<file path="src/rtl/lpf_multi.sv">
// lpf_multi: vector of independent input debouncers. Each channel has an
// optional input synchroniser, a saturating up/down integrator and a
// ZERO/ONE hysteresis state machine producing a level plus rise/fall pulses.
module lpf_multi #(
  parameter int unsigned CHANNELS    = 4,
  parameter int unsigned FILTER_SIZE = 4,
  parameter int unsigned SYNC_STAGES = 2,
  parameter int unsigned HI_TH       = (2 ** FILTER_SIZE) - 1,
  parameter int unsigned LO_TH       = 0
) (
  input  logic                clk,
  input  logic                resetN,
  input  logic                en,
  input  logic                clear,
  input  logic [CHANNELS-1:0] in,
  output logic [CHANNELS-1:0] out_filt,
  output logic [CHANNELS-1:0] rise,
  output logic [CHANNELS-1:0] fall
);

  localparam int unsigned MAX = (32'd1 << FILTER_SIZE) - 32'd1;

  // Elaboration-time parameter legality
  if (CHANNELS < 1 || CHANNELS > 32) begin : g_bad_channels
    $error("lpf_multi: CHANNELS must be in 1..32");
  end
  if (FILTER_SIZE < 1 || FILTER_SIZE > 31) begin : g_bad_filter_size
    $error("lpf_multi: FILTER_SIZE must be in 1..31");
  end
  if (SYNC_STAGES > 3) begin : g_bad_sync
    $error("lpf_multi: SYNC_STAGES must be in 0..3");
  end
  if (HI_TH < 1 || HI_TH > MAX) begin : g_bad_hi
    $error("lpf_multi: HI_TH must be in 1..2^FILTER_SIZE-1");
  end
  if (LO_TH >= HI_TH) begin : g_bad_lo
    $error("lpf_multi: LO_TH must be below HI_TH");
  end

  localparam logic [FILTER_SIZE-1:0] MAX_C = '1;
  localparam logic [FILTER_SIZE-1:0] HI_C  = FILTER_SIZE'(HI_TH);
  localparam logic [FILTER_SIZE-1:0] LO_C  = FILTER_SIZE'(LO_TH);
  localparam logic [FILTER_SIZE-1:0] ONE_C = FILTER_SIZE'(1);

  typedef enum logic {
    ZERO = 1'b0,
    ONE  = 1'b1
  } state_e;

  logic [CHANNELS-1:0]    s_c;
  logic [FILTER_SIZE-1:0] cnt_q   [CHANNELS];
  logic [FILTER_SIZE-1:0] cnt_d   [CHANNELS];
  state_e                 state_q [CHANNELS];
  state_e                 state_d [CHANNELS];
  logic [CHANNELS-1:0]    rise_q, rise_d;
  logic [CHANNELS-1:0]    fall_q, fall_d;

  if (SYNC_STAGES == 0) begin : g_nosync
    assign s_c = in;
  end else begin : g_sync
    logic [CHANNELS-1:0] sync_q [SYNC_STAGES];

    // Synchroniser shift chain; ignores en and clear, cleared only by reset
    always_ff @(posedge clk) begin
      if (resetN) begin
        for (int k = 0; k < int'(SYNC_STAGES); k++) sync_q[k] <= '0;
      end else begin
        sync_q[0] <= in;
        for (int k = 1; k < int'(SYNC_STAGES); k++) sync_q[k] <= sync_q[k-1];
      end
    end

    assign s_c = sync_q[SYNC_STAGES-1];
  end

  // Next-state: integrator step and hysteresis transitions per channel
  always_comb begin
    for (int i = 0; i < int'(CHANNELS); i++) begin
      cnt_d[i]   = cnt_q[i];
      state_d[i] = state_q[i];
    end
    rise_d = '0;
    fall_d = '0;

    if (clear) begin
      for (int i = 0; i < int'(CHANNELS); i++) begin
        cnt_d[i]   = '0;
        state_d[i] = ZERO;
      end
    end else if (en) begin
      for (int i = 0; i < int'(CHANNELS); i++) begin
        // Transition decision uses the counter value before this edge's step
        case (state_q[i])
          ZERO: begin
            if (s_c[i] && (cnt_q[i] >= HI_C)) begin
              state_d[i] = ONE;
              rise_d[i]  = 1'b1;
            end
          end
          ONE: begin
            if (!s_c[i] && (cnt_q[i] <= LO_C)) begin
              state_d[i] = ZERO;
              fall_d[i]  = 1'b1;
            end
          end
          default: state_d[i] = ZERO;
        endcase

        if (s_c[i] && (cnt_q[i] != MAX_C)) begin
          cnt_d[i] = cnt_q[i] + ONE_C;
        end else if (!s_c[i] && (cnt_q[i] != '0)) begin
          cnt_d[i] = cnt_q[i] - ONE_C;
        end
      end
    end
  end

  // State, counter and pulse registers
  always_ff @(posedge clk) begin
    if (resetN) begin
      for (int i = 0; i < int'(CHANNELS); i++) begin
        cnt_q[i]   <= '0;
        state_q[i] <= ZERO;
      end
      rise_q <= '0;
      fall_q <= '0;
    end else begin
      for (int i = 0; i < int'(CHANNELS); i++) begin
        cnt_q[i]   <= cnt_d[i];
        state_q[i] <= state_d[i];
      end
      rise_q <= rise_d;
      fall_q <= fall_d;
    end
  end

  // Filtered level is the registered state itself
  always_comb begin
    out_filt = '0;
    for (int i = 0; i < int'(CHANNELS); i++) begin
      out_filt[i] = (state_q[i] == ONE);
    end
  end

  assign rise = rise_q;
  assign fall = fall_q;

endmodule

</file>
<file path="config.mk">
export PLATFORM = sky130hd
export DESIGN_NAME = lpf_multi
export DESIGN_NICKNAME = d
export VERILOG_FILES = /design/src/rtl/lpf_multi.sv
export SDC_FILE = /design/constraint.sdc
export NUM_CORES = 1
export LEC_CHECK = 0
export ABC_AREA = 1
export CAP_MARGIN = 10
export CORE_MARGIN = 10
export CORE_UTILIZATION = 51
export DETAILED_ROUTE_END_ITERATION = 10
export DONT_BUFFER_PORTS = 1
export PLACE_DENSITY = 0.66
export SETUP_SLACK_MARGIN = 0.2
export SLEW_MARGIN = 40
export SYNTH_ARGS = -nofsm -noshare
export SYNTH_HDL_FRONTEND = slang
export SYNTH_SLANG_ARGS = --single-unit
</file>
<file path="constraint.sdc">
create_clock -name clk -period 2.6 [get_ports clk]
set_input_delay 0.39 -clock clk [delete_from_list [all_inputs] [get_ports clk]]
set_output_delay 0.39 -clock clk [all_outputs]
set_load 0.02 [all_outputs]
</file>
Word level (Yosys, flattened, before mapping)
Memory sizes are Yosys's and may differ from the RTL's.
Cells that the tools add are included.

word-level totals
  register bits = 8
  memory bits (writable) = 28
  bits of input ports = 8
  output and inout bits = 12
  word-level logic and storage cells = 119
  memories = 3

cells by class
  $add $sub $neg = 8
  $lt $le $gt $ge = 8
  equality and inequality tests = 4
  muxes and demuxes = 41
  bitwise logic cells = 15
  reduce and logical (&&, ||, !) cells = 32

memory list
  memory         depth  bits a word  read ports  clocked after Yosys merged registers in  write ports  RTL line  source
  cnt_q          4      4            4           0                                        4            51        logic [FILTER_SIZE-1:0] cnt_q [CHANNELS];
  g_sync.sync_q  2      4            2           0                                        2            61        logic [CHANNELS-1:0] sync_q [SYNC_STAGES];
  state_q        4      1            4           0                                        4            53        state_e state_q [CHANNELS];

operators by type and width
  operator                                             count
  two-way mux 4 bit                                    16
  two-way mux 16 bit                                   2
  OR reduction 4 bit                                   8
  two-way mux 1 bit                                    19
  adder 4 x 1 -> 4 bit, second input constant          4
  >= comparator 4 bit, second input constant           4
  <= comparator 4 x 1 -> 1 bit, second input constant  4
  logical AND 1 bit                                    16
  inequality test 4 bit, second input constant         4
  nonzero test 4 bit                                   4
  subtractor 4 x 1 -> 4 bit, second input constant     4
  bitwise OR 1 bit                                     10
  one-hot mux 1 bit (2 select lines)                   4
  NOT 1 bit                                            5
  zero test 1 bit                                      4

Logic depth before layout (Yosys ltp)
  depth after elaboration = 7
  depth in mapped cells = 12
  mapped depth without buffers = 12

Worst setup path before layout
Ideal clock, no wire load.

  kind = flip-flop to flip-flop
  from = memory cnt_q[0][0]
  to = memory cnt_q[0][3]
  library setup time = 113 ps
  data arrival time = 1601 ps
  data required time = 2487 ps
  slack = 886 ps
  cell stages (with the launch flop) = 12
  buffers on the path = 0
  period minus slack after synthesis = 1714 ps
  cells stage by stage = dfxtp_1 > nand2_1 > o21ai_1 > ha_1 > nand2_1 > nand3_1 > nand2_1 > nand2_1 > nor2_1 > nand2_1 > nand2_1 > nor2_1

RTL lines
  element             RTL line
  start: declaration  51

==> results.tsv <==
stage	metric	value	unit
clocking	root_buffer	clkbuf_4	
power_and_ir_drop	p_switching	291.5	uW
clocking	cts_buffers	5	
finish	layout.nets	268	
floorplanning	top_level_ports	20	
power_and_ir_drop	combPwrFrac	0.098	
global_route	grt_max_degree	19	
timing	max_freq	518.6	MHz
global_route	grt_pass1_wl	6.072	mm
setup_path	crit_fanout	5	
power_and_ir_drop	swShare	0.2236	
synth	yosys_warnings	0	
setup_path	worstPathArrival	2.19	ns
run_status	status	complete, no violations	
synth	yosysTopAreaCellShare	0.3989	
drt	final_antenna_net_count	0	
finish	drive_gt1_frac	0.08835	
clocking	cts_sinks	36	
floorplanning	die_w	79.52	um
power_and_ir_drop	power_per_cell_area	659.7	mW/mm^2
power_and_ir_drop	intPower	1.012	mW
placed_design	dpl_worst_slack	0.7029	ns
synth	synth_area_leaders	dfxtp_1, nand2_1, nor2_1	
drt	drt_iter0_drc	108	
hold_path	worstHoldStart	resetN	
drt	vias	1414	
hold_path	hold_class	primary input to flop	
placed_design	gp_congestion	0.8089	
hold_path	worst_hold_path.num_cells	1	
placed_design	place_hpwl	2.418	mm
timing	finalMaxSlewViolations	0	
clocking	cts_buffer_depth	2	
placed_design	port-buffer-count	0	
finish	antenna_cells	0	
synth	synth_compound_area_frac	0.09488	
synth	synthCells	243	
floorplanning	rows	21	
power_and_ir_drop	power_frac_clock	0.456	
timing	tightest_slew	0.4203	ns
synth	synth_top_family_by_area	simple AND/OR/NAND/NOR gates	
setup_path	cp-startpoint	cnt_q[0][0]	
power_and_ir_drop	p_leak	0.7981	nW
synth	synthXorXnorAreaFrac	0.01939	
synth	yosysTopAreaCell	dfxtp_1	
setup_path	worstPathRequired	2.86	ns
clocking	cts-resized-gates	0	
floorplanning	die_area	0.006323	mm^2
timing	finalCritPeriodShare	0.7416	
finish	fillerInstances	311	
drt	vias_per_cell	4.793	
clocking	clk_pin_slew	0.12	ns
setup_path	rr_startpoint	cnt_q[0][0]	
drt	drc	0	
timing	relSlewSlack	0.7179	
floorplanning	initial_core_util	0.5330	
setup_path	cp-start-kind	flop	
floorplanning	die_h	79.52	um
setup_path	crit_type	flop to flop	
setup_path	reg2reg_depth	11	
timing	clock_skew	0.01099	ns
timing	rsz0062_at_grt	false	
clocking	htreeDepth	2	
global_route	grt_usage	0.1187	
synth	seq_area_frac_synth	0.3989	
finish	area_growth	9.349	%
synth	synth_area	0.001807	mm^2
drt	wl_per_cell	11.14	um
finish	layout_common_cells	nand2_1, nor2_1, dfxtp_1	
job	cap_viol_max_count	0	
global_route	grt-ovfl-total	0	
floorplanning	core	0.003390	mm^2
synth	synthAdderAreaFrac	0.09972	
power_and_ir_drop	finalPower	1.303	mW
timing	fin_crit	1.928	ns
synth	synth_seq_cells	36	
global_route	grt_antenna_before_repair	0	
setup_path	worstSetupEndpointType	flop	
power_and_ir_drop	power.share.sequential	0.446	
clocking	hold_buffers	0	
synth	syn_nets	263	
timing	fin_ws	0.6719	ns
finish	final_common_cell	nand2_1	
synth	synth_area_per_cell	7.435	um^2
clocking	worstSkewPairLatency	0.35	ns
power_and_ir_drop	ir_drop	0.5816	mV
global_route	grt_pass1_vias	1360	
clocking	cts_setup_buffers	0	
synth	synth_mux_area_frac	0	
synth	ys_types	25	
timing	finalSetupViolCount	0	
synth	synthSimpleGateAreaFrac	0.3082	
timing	hold_viol_final	0	
drt	drt_first_pass_iters	4	
drt	routed_wl	3.286	mm
clocking	tritoncts	done	
timing	tns	0	ns
==> registers in the layout (all words and copies together) (netlist names) <==
signal	flops
state_q	4
cnt_q	16
fall	4
rise	4
g_sync.sync_q	8
==> final timing paths <==
| kind | end | slack, ns |
|---|---|---|
| worst max-delay path | cnt_q[0][3] | 0.67 |
| worst min-delay path | g_sync.sync_q[0][0] | 0.10 |
| worst max register to register | cnt_q[0][3] | 0.67 |
| worst min register to register | g_sync.sync_q[0][5] | 0.41 |
==> critical path, cell delays in order (launching register included) <==
cell and delay [ns]:
dfxtp_1 0.44, nand2_1 0.11, o21ai_1 0.38, ha_1 0.35, nand2_1 0.11, nand3_1 0.08
nand2_1 0.06, nand2_1 0.05, nor2_1 0.12, nand2_1 0.07, nand2_1 0.06, nor2_1 0.03
==> per-layer routing <==
metal  vias to the layer above  part of all wire  GRT usage
met1                       598              0.49     0.1492
met2                        25              0.42     0.1731
li1                        785                 -          -
met5                         -                 0          0
met3                         6             0.081    0.05405
met4                         0             0.017    0.04301
==> Yosys cell counts <==
library cell,instances
nand2_2,1
a21oi_1,13
nor2_8,1
xor2_1,4
fa_1,4
buf_2,1
nand3_2,4
a31o_1,1
dfxtp_1,36
buf_6,1
nand2_1,50
nor3_4,1
nor2_1,44
inv_2,2
nand3_1,13
inv_1,30
ha_1,8
nor2_2,3
nor3_1,4
o22ai_1,2
inv_4,1
o21ai_1,11
o21ai_0,6
nor2_4,1
nand4_1,1
==> power groups by stage <==
stage          Clock, mW  Sequential, mW  Combinational (mW)
2_1_floorplan          0           0.591               0.111
3_3_place_gp           0           0.594               0.127
3_5_place_dp           0           0.595               0.128
4_1_cts            0.609           0.582               0.129
5_1_grt            0.629           0.585               0.152
6_report           0.594           0.582               0.128
==> cell type report <==
cell class	count	area [um^2]	area share
clock buffer	5	37.54	0.01900
clock inverter	3	90.09	0.04560
inverter	33	126.4	0.06396
multi-input combinational	172	943.4	0.4775
sequential	36	720.7	0.3648
tap	46	57.56	0.02913
==> cells by family after synthesis <==
logic type	count (synthesis)
compound gates	33
xor+xnor	4
fa+ha+maj	12
buf+inv	35
flops	36
simple gates	123
==> stage by stage <==
stage / utilization / instances / hold slack (ns) / area [um^2]
CTS: 0.5829 / 295 / 0.07755 / 1976
global route: 0.5829 / 295 / 0.08076 / 1976
global placement: 0.5452 / 287 / 0.3933 / 1848
finish: 0.5829 / 295 / 0.1019 / 1976
detailed placement: 0.5452 / 287 / 0.3942 / 1848
floorplan: - / 243 / 0.3883 / 1807
No activity file was read; power rests on OpenSTA's default activity.
